===== config.mk =====
export PLATFORM = sky130hd
export DESIGN_NAME = hazard_control_unit
export DESIGN_NICKNAME = d
export VERILOG_FILES = /design/src/rtl/hazard_pkg.sv /design/src/rtl/hazard_control_unit_forward_select.sv /design/src/rtl/hazard_control_unit.sv
export SDC_FILE = /design/constraint.sdc
export NUM_CORES = 1
export LEC_CHECK = 0
export CORE_ASPECT_RATIO = 2
export CORE_UTILIZATION = 50
export CTS_CLUSTER_SIZE = 14
export DETAILED_ROUTE_END_ITERATION = 8
export GPL_TIMING_DRIVEN = 0
export PLACE_DENSITY = 0.81
export SLEW_MARGIN = 10
export SYNTH_ARGS = -nofsm -noshare
export SYNTH_HDL_FRONTEND = slang
export SYNTH_SLANG_ARGS = --single-unit

===== constraint.sdc =====
create_clock -name clk -period 2.5 [get_ports clk]
set_clock_uncertainty 0.1 [all_clocks]
set_input_delay 0.5 -clock clk [delete_from_list [all_inputs] [get_ports clk]]
set_output_delay 0.5 -clock clk [all_outputs]
set_load 0.02 [all_outputs]

===== src/rtl/hazard_pkg.sv =====
// Shared constants and types for the pipeline hazard controller.
// Forwarding select encodings, FSM states and a writer-match helper.
package hazard_pkg;

  localparam logic [1:0] FWD_RF  = 2'b00;
  localparam logic [1:0] FWD_EX  = 2'b01;
  localparam logic [1:0] FWD_MEM = 2'b10;
  localparam logic [1:0] FWD_WB  = 2'b11;

  localparam logic [4:0] REG_ZERO = 5'd0;

  typedef enum logic {
    ST_RUN,
    ST_MEM_WAIT
  } hz_state_e;

  // x0 is never a real writer, so a match against it never counts
  function automatic logic wr_hit(
    input logic [4:0] rd,
    input logic       wr,
    input logic [4:0] rs
  );
    return wr && (rd != REG_ZERO) && (rd == rs);
  endfunction

endpackage


===== src/rtl/hazard_control_unit_forward_select.sv =====
// Operand forwarding select for one ID source register.
// Youngest matching writer wins: EX, then MEM, then WB.
module forward_select
  import hazard_pkg::*;
(
  input  logic [4:0] rs,
  input  logic       used,
  input  logic [4:0] ex_rd,
  input  logic       ex_wr,
  input  logic [4:0] mem_rd,
  input  logic       mem_wr,
  input  logic [4:0] wb_rd,
  input  logic       wb_wr,
  output logic [1:0] sel
);

  logic live;

  assign live = used && (rs != REG_ZERO);

  always_comb begin
    sel = FWD_RF;
    if (live) begin
      if (wr_hit(ex_rd, ex_wr, rs))
        sel = FWD_EX;
      else if (wr_hit(mem_rd, mem_wr, rs))
        sel = FWD_MEM;
      else if (wr_hit(wb_rd, wb_wr, rs))
        sel = FWD_WB;
    end
  end

endmodule


===== src/rtl/hazard_control_unit.sv =====
// Stall, flush and forward controller for the five-stage core.
// Tracks EX/MEM/WB writers and drives all pipeline enables.
module hazard_control_unit
  import hazard_pkg::*;
#(
  parameter int MEM_TIMEOUT = 16
) (
  input  logic       clk,
  input  logic       reset_n,
  input  logic       id_valid,
  input  logic [4:0] id_rs1,
  input  logic [4:0] id_rs2,
  input  logic       id_rs1_used,
  input  logic       id_rs2_used,
  input  logic [4:0] id_rd,
  input  logic       id_rf_enable,
  input  logic       id_load_instr,
  input  logic       id_ram_enable,
  input  logic       branch_taken,
  input  logic       ram_ready,
  output logic [1:0] fwd_a_sel,
  output logic [1:0] fwd_b_sel,
  output logic       cu_mux_sel,
  output logic       pc_load_en,
  output logic       ifid_load_en,
  output logic       ifid_flush,
  output logic       idex_load_en,
  output logic       exmem_load_en,
  output logic       memwb_load_en,
  output logic       mem_timeout
);

  localparam int CW = $clog2(MEM_TIMEOUT + 1);
  localparam logic [CW-1:0] CNT_MAX = CW'(MEM_TIMEOUT);

  logic [4:0] ex_rd;
  logic       ex_wr;
  logic       ex_ld;
  logic       ex_mem;
  logic [4:0] mem_rd;
  logic       mem_wr;
  logic       mem_mem;
  logic [4:0] wb_rd;
  logic       wb_wr;

  hz_state_e     state;
  logic [CW-1:0] wait_cnt;
  logic [CW-1:0] cnt_nxt;

  logic [1:0] sel_a;
  logic [1:0] sel_b;

  logic hit_rs1;
  logic hit_rs2;
  logic load_use;
  logic freeze;
  logic flush;
  logic stall;
  logic normal;
  logic bubble;

  forward_select u_fwd_a (
    .rs     (id_rs1),
    .used   (id_rs1_used),
    .ex_rd  (ex_rd),
    .ex_wr  (ex_wr),
    .mem_rd (mem_rd),
    .mem_wr (mem_wr),
    .wb_rd  (wb_rd),
    .wb_wr  (wb_wr),
    .sel    (sel_a)
  );

  forward_select u_fwd_b (
    .rs     (id_rs2),
    .used   (id_rs2_used),
    .ex_rd  (ex_rd),
    .ex_wr  (ex_wr),
    .mem_rd (mem_rd),
    .mem_wr (mem_wr),
    .wb_rd  (wb_rd),
    .wb_wr  (wb_wr),
    .sel    (sel_b)
  );

  assign hit_rs1 = id_rs1_used && wr_hit(ex_rd, ex_wr, id_rs1);
  assign hit_rs2 = id_rs2_used && wr_hit(ex_rd, ex_wr, id_rs2);

  assign load_use = id_valid && ex_ld && (hit_rs1 || hit_rs2);

  // Mutually exclusive modes, gated by reset so the decoder stays one-hot
  assign freeze = reset_n && mem_mem && !ram_ready;
  assign flush  = reset_n && !freeze && branch_taken;
  assign stall  = reset_n && !freeze && !branch_taken && load_use;
  assign normal = reset_n && !freeze && !branch_taken && !load_use;
  assign bubble = flush || stall;

  assign fwd_a_sel = reset_n ? sel_a : FWD_RF;
  assign fwd_b_sel = reset_n ? sel_b : FWD_RF;

  always_comb begin
    cu_mux_sel    = 1'b1;
    pc_load_en    = 1'b0;
    ifid_load_en  = 1'b0;
    ifid_flush    = 1'b0;
    idex_load_en  = 1'b0;
    exmem_load_en = 1'b0;
    memwb_load_en = 1'b0;
    unique case (1'b1)
      !reset_n: begin
        cu_mux_sel = 1'b1;
      end
      freeze: begin
        cu_mux_sel = 1'b0;
      end
      flush: begin
        cu_mux_sel    = 1'b1;
        ifid_flush    = 1'b1;
        pc_load_en    = 1'b1;
        ifid_load_en  = 1'b1;
        idex_load_en  = 1'b1;
        exmem_load_en = 1'b1;
        memwb_load_en = 1'b1;
      end
      stall: begin
        cu_mux_sel    = 1'b1;
        idex_load_en  = 1'b1;
        exmem_load_en = 1'b1;
        memwb_load_en = 1'b1;
      end
      normal: begin
        cu_mux_sel    = 1'b0;
        pc_load_en    = 1'b1;
        ifid_load_en  = 1'b1;
        idex_load_en  = 1'b1;
        exmem_load_en = 1'b1;
        memwb_load_en = 1'b1;
      end
    endcase
  end

  always_ff @(posedge clk or negedge reset_n) begin
    if (!reset_n) begin
      ex_rd   <= REG_ZERO;
      ex_wr   <= 1'b0;
      ex_ld   <= 1'b0;
      ex_mem  <= 1'b0;
      mem_rd  <= REG_ZERO;
      mem_wr  <= 1'b0;
      mem_mem <= 1'b0;
      wb_rd   <= REG_ZERO;
      wb_wr   <= 1'b0;
    end else if (!freeze) begin
      wb_rd   <= mem_rd;
      wb_wr   <= mem_wr;
      mem_rd  <= ex_rd;
      mem_wr  <= ex_wr;
      mem_mem <= ex_mem;
      if (bubble || !id_valid) begin
        ex_rd  <= REG_ZERO;
        ex_wr  <= 1'b0;
        ex_ld  <= 1'b0;
        ex_mem <= 1'b0;
      end else begin
        ex_rd  <= id_rd;
        ex_wr  <= id_rf_enable;
        ex_ld  <= id_load_instr;
        ex_mem <= id_ram_enable;
      end
    end
  end

  // Saturating count of consecutive not-ready cycles for one access
  assign cnt_nxt = (wait_cnt == CNT_MAX) ? wait_cnt : wait_cnt + 1'b1;

  always_ff @(posedge clk or negedge reset_n) begin
    if (!reset_n) begin
      state       <= ST_RUN;
      wait_cnt    <= '0;
      mem_timeout <= 1'b0;
    end else begin
      unique case (state)
        ST_RUN: begin
          if (freeze) begin
            state    <= ST_MEM_WAIT;
            wait_cnt <= cnt_nxt;
            if (cnt_nxt == CNT_MAX)
              mem_timeout <= 1'b1;
          end else begin
            wait_cnt <= '0;
          end
        end
        ST_MEM_WAIT: begin
          if (!freeze) begin
            state    <= ST_RUN;
            wait_cnt <= '0;
          end else begin
            wait_cnt <= cnt_nxt;
            if (cnt_nxt == CNT_MAX)
              mem_timeout <= 1'b1;
          end
        end
      endcase
    end
  end

endmodule

==> flow_summary_export.csv <==
group,metric,value,unit
sta,min_period,2.67,ns
setup_path,cp_max_fo,4,
sta,drv_slew,0,
setup_path,r2r_end,"ex_rd[3]$_DFFE_PN0N_",
drt,drtIter0Drc,42,
sta,rsz0062_at_grt,"yes",
synth,syn-instance-count,183,
setup_path,crit_path_end_kind,"primary output",
placed_design,dp_slack,-1.05,ns
synth,synth.area.mux_share,0,%
run_status,violations,"setup timing",
synth,yosysUniqueCellTypes,34,
setup_path,critPathRequiredTime,1.90,ns
floorplan,core-area,3160,um^2
job,max_cap_viol_count,0,
layout,drive_gt1_share,27.7,%
synth,synthAdderAreaFrac,1.50,%
drt,drt_first_pass_iters,4,
layout,regArea,684,um^2
setup_path,critPathKind,"reg -> out",
sta,setup_viol,7,
global_routing,gr-total-overflow,0,
drt,route.vias.total,1558,
cts,clkLatencyLatePin,0.27,ns
setup_path,worstSetupStartpointType,"flip-flop",
synth,synth_top_area_share,40.5,%
setup_path,cp_common_cell,"buf_4",
min_path,hold_class,"in -> async",
placed_design,placement.io_buffers,36,
sta,fmax,374,MHz
synth,avgSynthCellArea,9.11,um^2
synth,yosysTopAreaCell,"dfrtp_1",
layout,fillers,226,
setup_path,crit_family,"flip-flops",
global_routing,grt_max_degree,34,
cts,cts-hold-fix-buffers,0,
setup_path,reg2reg_setup_slack,0.41,ns
synth,ys_seq_elements,27,
placed_design,dp.cells,250,
layout,nets,263,
cts,cts_buffer_depth,2,
synth,synth_seq_area_share,40.5,%
synth,synth-simple-area-share,24.5,%
floorplan,start_util,52.8,%
floorplan,num_io_pins,37,
cts,cts_tree,"done",
pwr,ir_drop,393,uV
synth,synth_top_family_by_area,"simple AND/OR/NAND/NOR gates",
sta,tightest_slew,0.453,ns
cts,h-tree-depth,1,
layout,area_growth,37.0,%
cts,clock_sinks,27,
cts,clk_pin_slew,0.08,ns
cts,cts_root_buffer,"clkbuf_8",
sta,timing.final.crit_share,107,%
layout,antenna_cells,0,
synth,ys_warn_count,0,
layout,multiInputGateArea,1040,um^2
sta,setup_slack,-0.173,ns
global_routing,grtUsageTotal,26.2,%
pwr,leakage,0.988,nW
synth,ys_top_cells_by_area,"dfrtp_1 41%, xnor2_1 13%, nand2_1 8.8%",
drt,wl,4330,um
setup_path,critPathBufInv,3,
global_routing,grt_pass1_wl,6990,um
drt,vias_per_cell,5.86,
drt,wire_per_inst,16.3,um
setup_path,critPathArrivalTime,2.07,ns
synth,syn_nets,210,
synth,synth-xor-area-share,17.9,%
floorplan,die_area,3580,um^2
cts,cts_inserted_buffers,3,
floorplan,row_count,29,
floorplan,dieWidth,42.8,um
placed_design,gp_congestion,0.815,
sta,hold_violations,0,
setup_path,crit_chain,"buf_4 -> xnor2_1 -> o211ai_2 -> nor3_2 -> nor2_2 -> o31a_1 -> buf_4 -> buf_6",
setup_path,max_stage_delay,0.45,ns
global_routing,grt_pass1_vias,1577,
setup_path,r2r-start,"ex_rd[1]$_DFFE_PN0N_",
layout,finalNonFillerCells,266,
synth,syn-cell-area,1670,um^2
drt,route.detailed.drc,0,
global_routing,antenna_found_initial,0,
run_status,status,"complete, but fails checks",
floorplan,die_y,83.7,um
setup_path,slowest_stage,"dfrtp_2",
setup_path,rr_worst_depth,6,
setup_path,crit_cells,8,
sta,relSlewSlack,69.8,%
pwr,cellPowerDensity,431,nW/um^2
synth,synth_compound_area_share,12.0,%
drt,ant_nets,0,
placed_design,dp_hpwl,3050,um
[worst max path at each step]
stage                    startpoint    endpoint  slack, ns
2_1_floorplan  ex_rd[1]$_DFFE_PN0N_  pc_load_en       0.08
3_3_place_gp                reset_n  cu_mux_sel      -1.41
3_5_place_dp              id_rs2[4]  pc_load_en      -1.05
4_1_cts        ex_rd[1]$_DFFE_PN0N_  pc_load_en      -0.15
5_1_grt        ex_rd[0]$_DFFE_PN0N_  pc_load_en      -0.25
6_report       ex_rd[3]$_DFFE_PN0N_  pc_load_en      -0.17
[state kept, by name (all words and copies together) (netlist names)]
register / count
wb_wr: 1
ex_mem: 1
mem_rd: 5
ex_wr: 1
mem_timeout: 1
mem_mem: 1
wait_cnt: 5
ex_ld: 1
mem_wr: 1
ex_rd: 5
wb_rd: 5
[power breakdown]
part           total [mW]  internal (mW)  switching (mW)
sequential          0.494          0.462          0.0321
combinational       0.249          0.126           0.123
clock               0.242          0.114           0.127
[synthesized netlist by cell type]
library cell,number
or4_4,1
buf_4,3
nand4b_1,1
a32o_1,8
o31a_1,1
clkbuf_1,3
o41ai_1,1
o211ai_2,2
xor2_1,10
o211ai_1,2
o21ai_0,2
ha_1,2
nand2b_1,2
nand3_1,3
and2_1,2
o31ai_1,1
nand2_1,39
inv_1,4
nor3_2,1
nor3_1,3
buf_1,1
dfrtp_1,27
a21oi_1,3
nor2b_1,3
nor2_1,15
nand4_1,6
a31o_2,1
o211ai_4,1
inv_2,1
buf_2,1
or4_1,6
nor4_1,2
and2_0,1
xnor2_1,24
[worst register-to-register path, delay by kind of cell, from the launching register on]
kind / cells / cell delay [ns]
AOI/OAI and AO/OA: 3 / 0.70
and+or+nand+nor: 2 / 0.65
DFF: 1 / 0.41
buffers and inverters: 1 / 0.15
[placed cells by master (no fill, tap or decap), types with 7 or more instances in the layout]
cell	count
nor2_1	12
clkdlybuf4s50_1	14
dfrtp_1	20
nand2_1	39
buf_4	18
a32o_1	8
xor2_1	10
xnor2_1	20
dfrtp_2	7
[logic make-up (layout without fill, tap and decap cells)]
family	Yosys count	in the layout
buffers and inverters	13	65
AO/OA/AOI/OAI	22	22
flip-flops	27	27
XOR/XNOR	34	34
AND/OR/NAND/NOR	85	85
adder cells (fa/ha/maj)	2	2
[stage by stage]
stage	power (mW)	TNS [ns]	hold slack, ns	instance area, um^2	util, %
after floorplan	0.615	0	0.104	1670	-
after global placement	0.713	-28.81	0.345	2070	65.5
after detailed placement	0.716	-7.19	0.351	2060	65.3
after CTS	0.976	-0.672	0.0463	2240	70.9
after global routing	1.03	-1.16	0.0624	2280	72.4
final	0.984	-0.665	0.0382	2280	72.4
[per-layer routing]
metal / up-vias / GRT usage (%) / wire [um]
met1: 745 / 26.6 / 1450
met4: 0 / 16.5 / 221
met2: 59 / 47.1 / 2480
met3: 18 / 3.25 / 174
li1: 736 / - / -
met5: - / 0 / 0
[final cells by class]
type / count / share of cell area (%)
Multi-Input combinational cell: 143 / 45.6
Tap cell: 31 / 1.70
Inverter: 5 / 0.821
Sequential cell: 27 / 30.0
Timing Repair Buffer: 48 / 18.1
Clock buffer: 4 / 1.97
Buffer: 8 / 1.86
[timing repair]
action                                  4_1_cts  5_1_grt
endpoints found under the hold margin         0        0
buffers inserted                             10        2
gates resized for setup                      88       13
endpoints found under the setup margin       11        7
pin swaps                                    16        7
(Power assumes the default switching activity.)
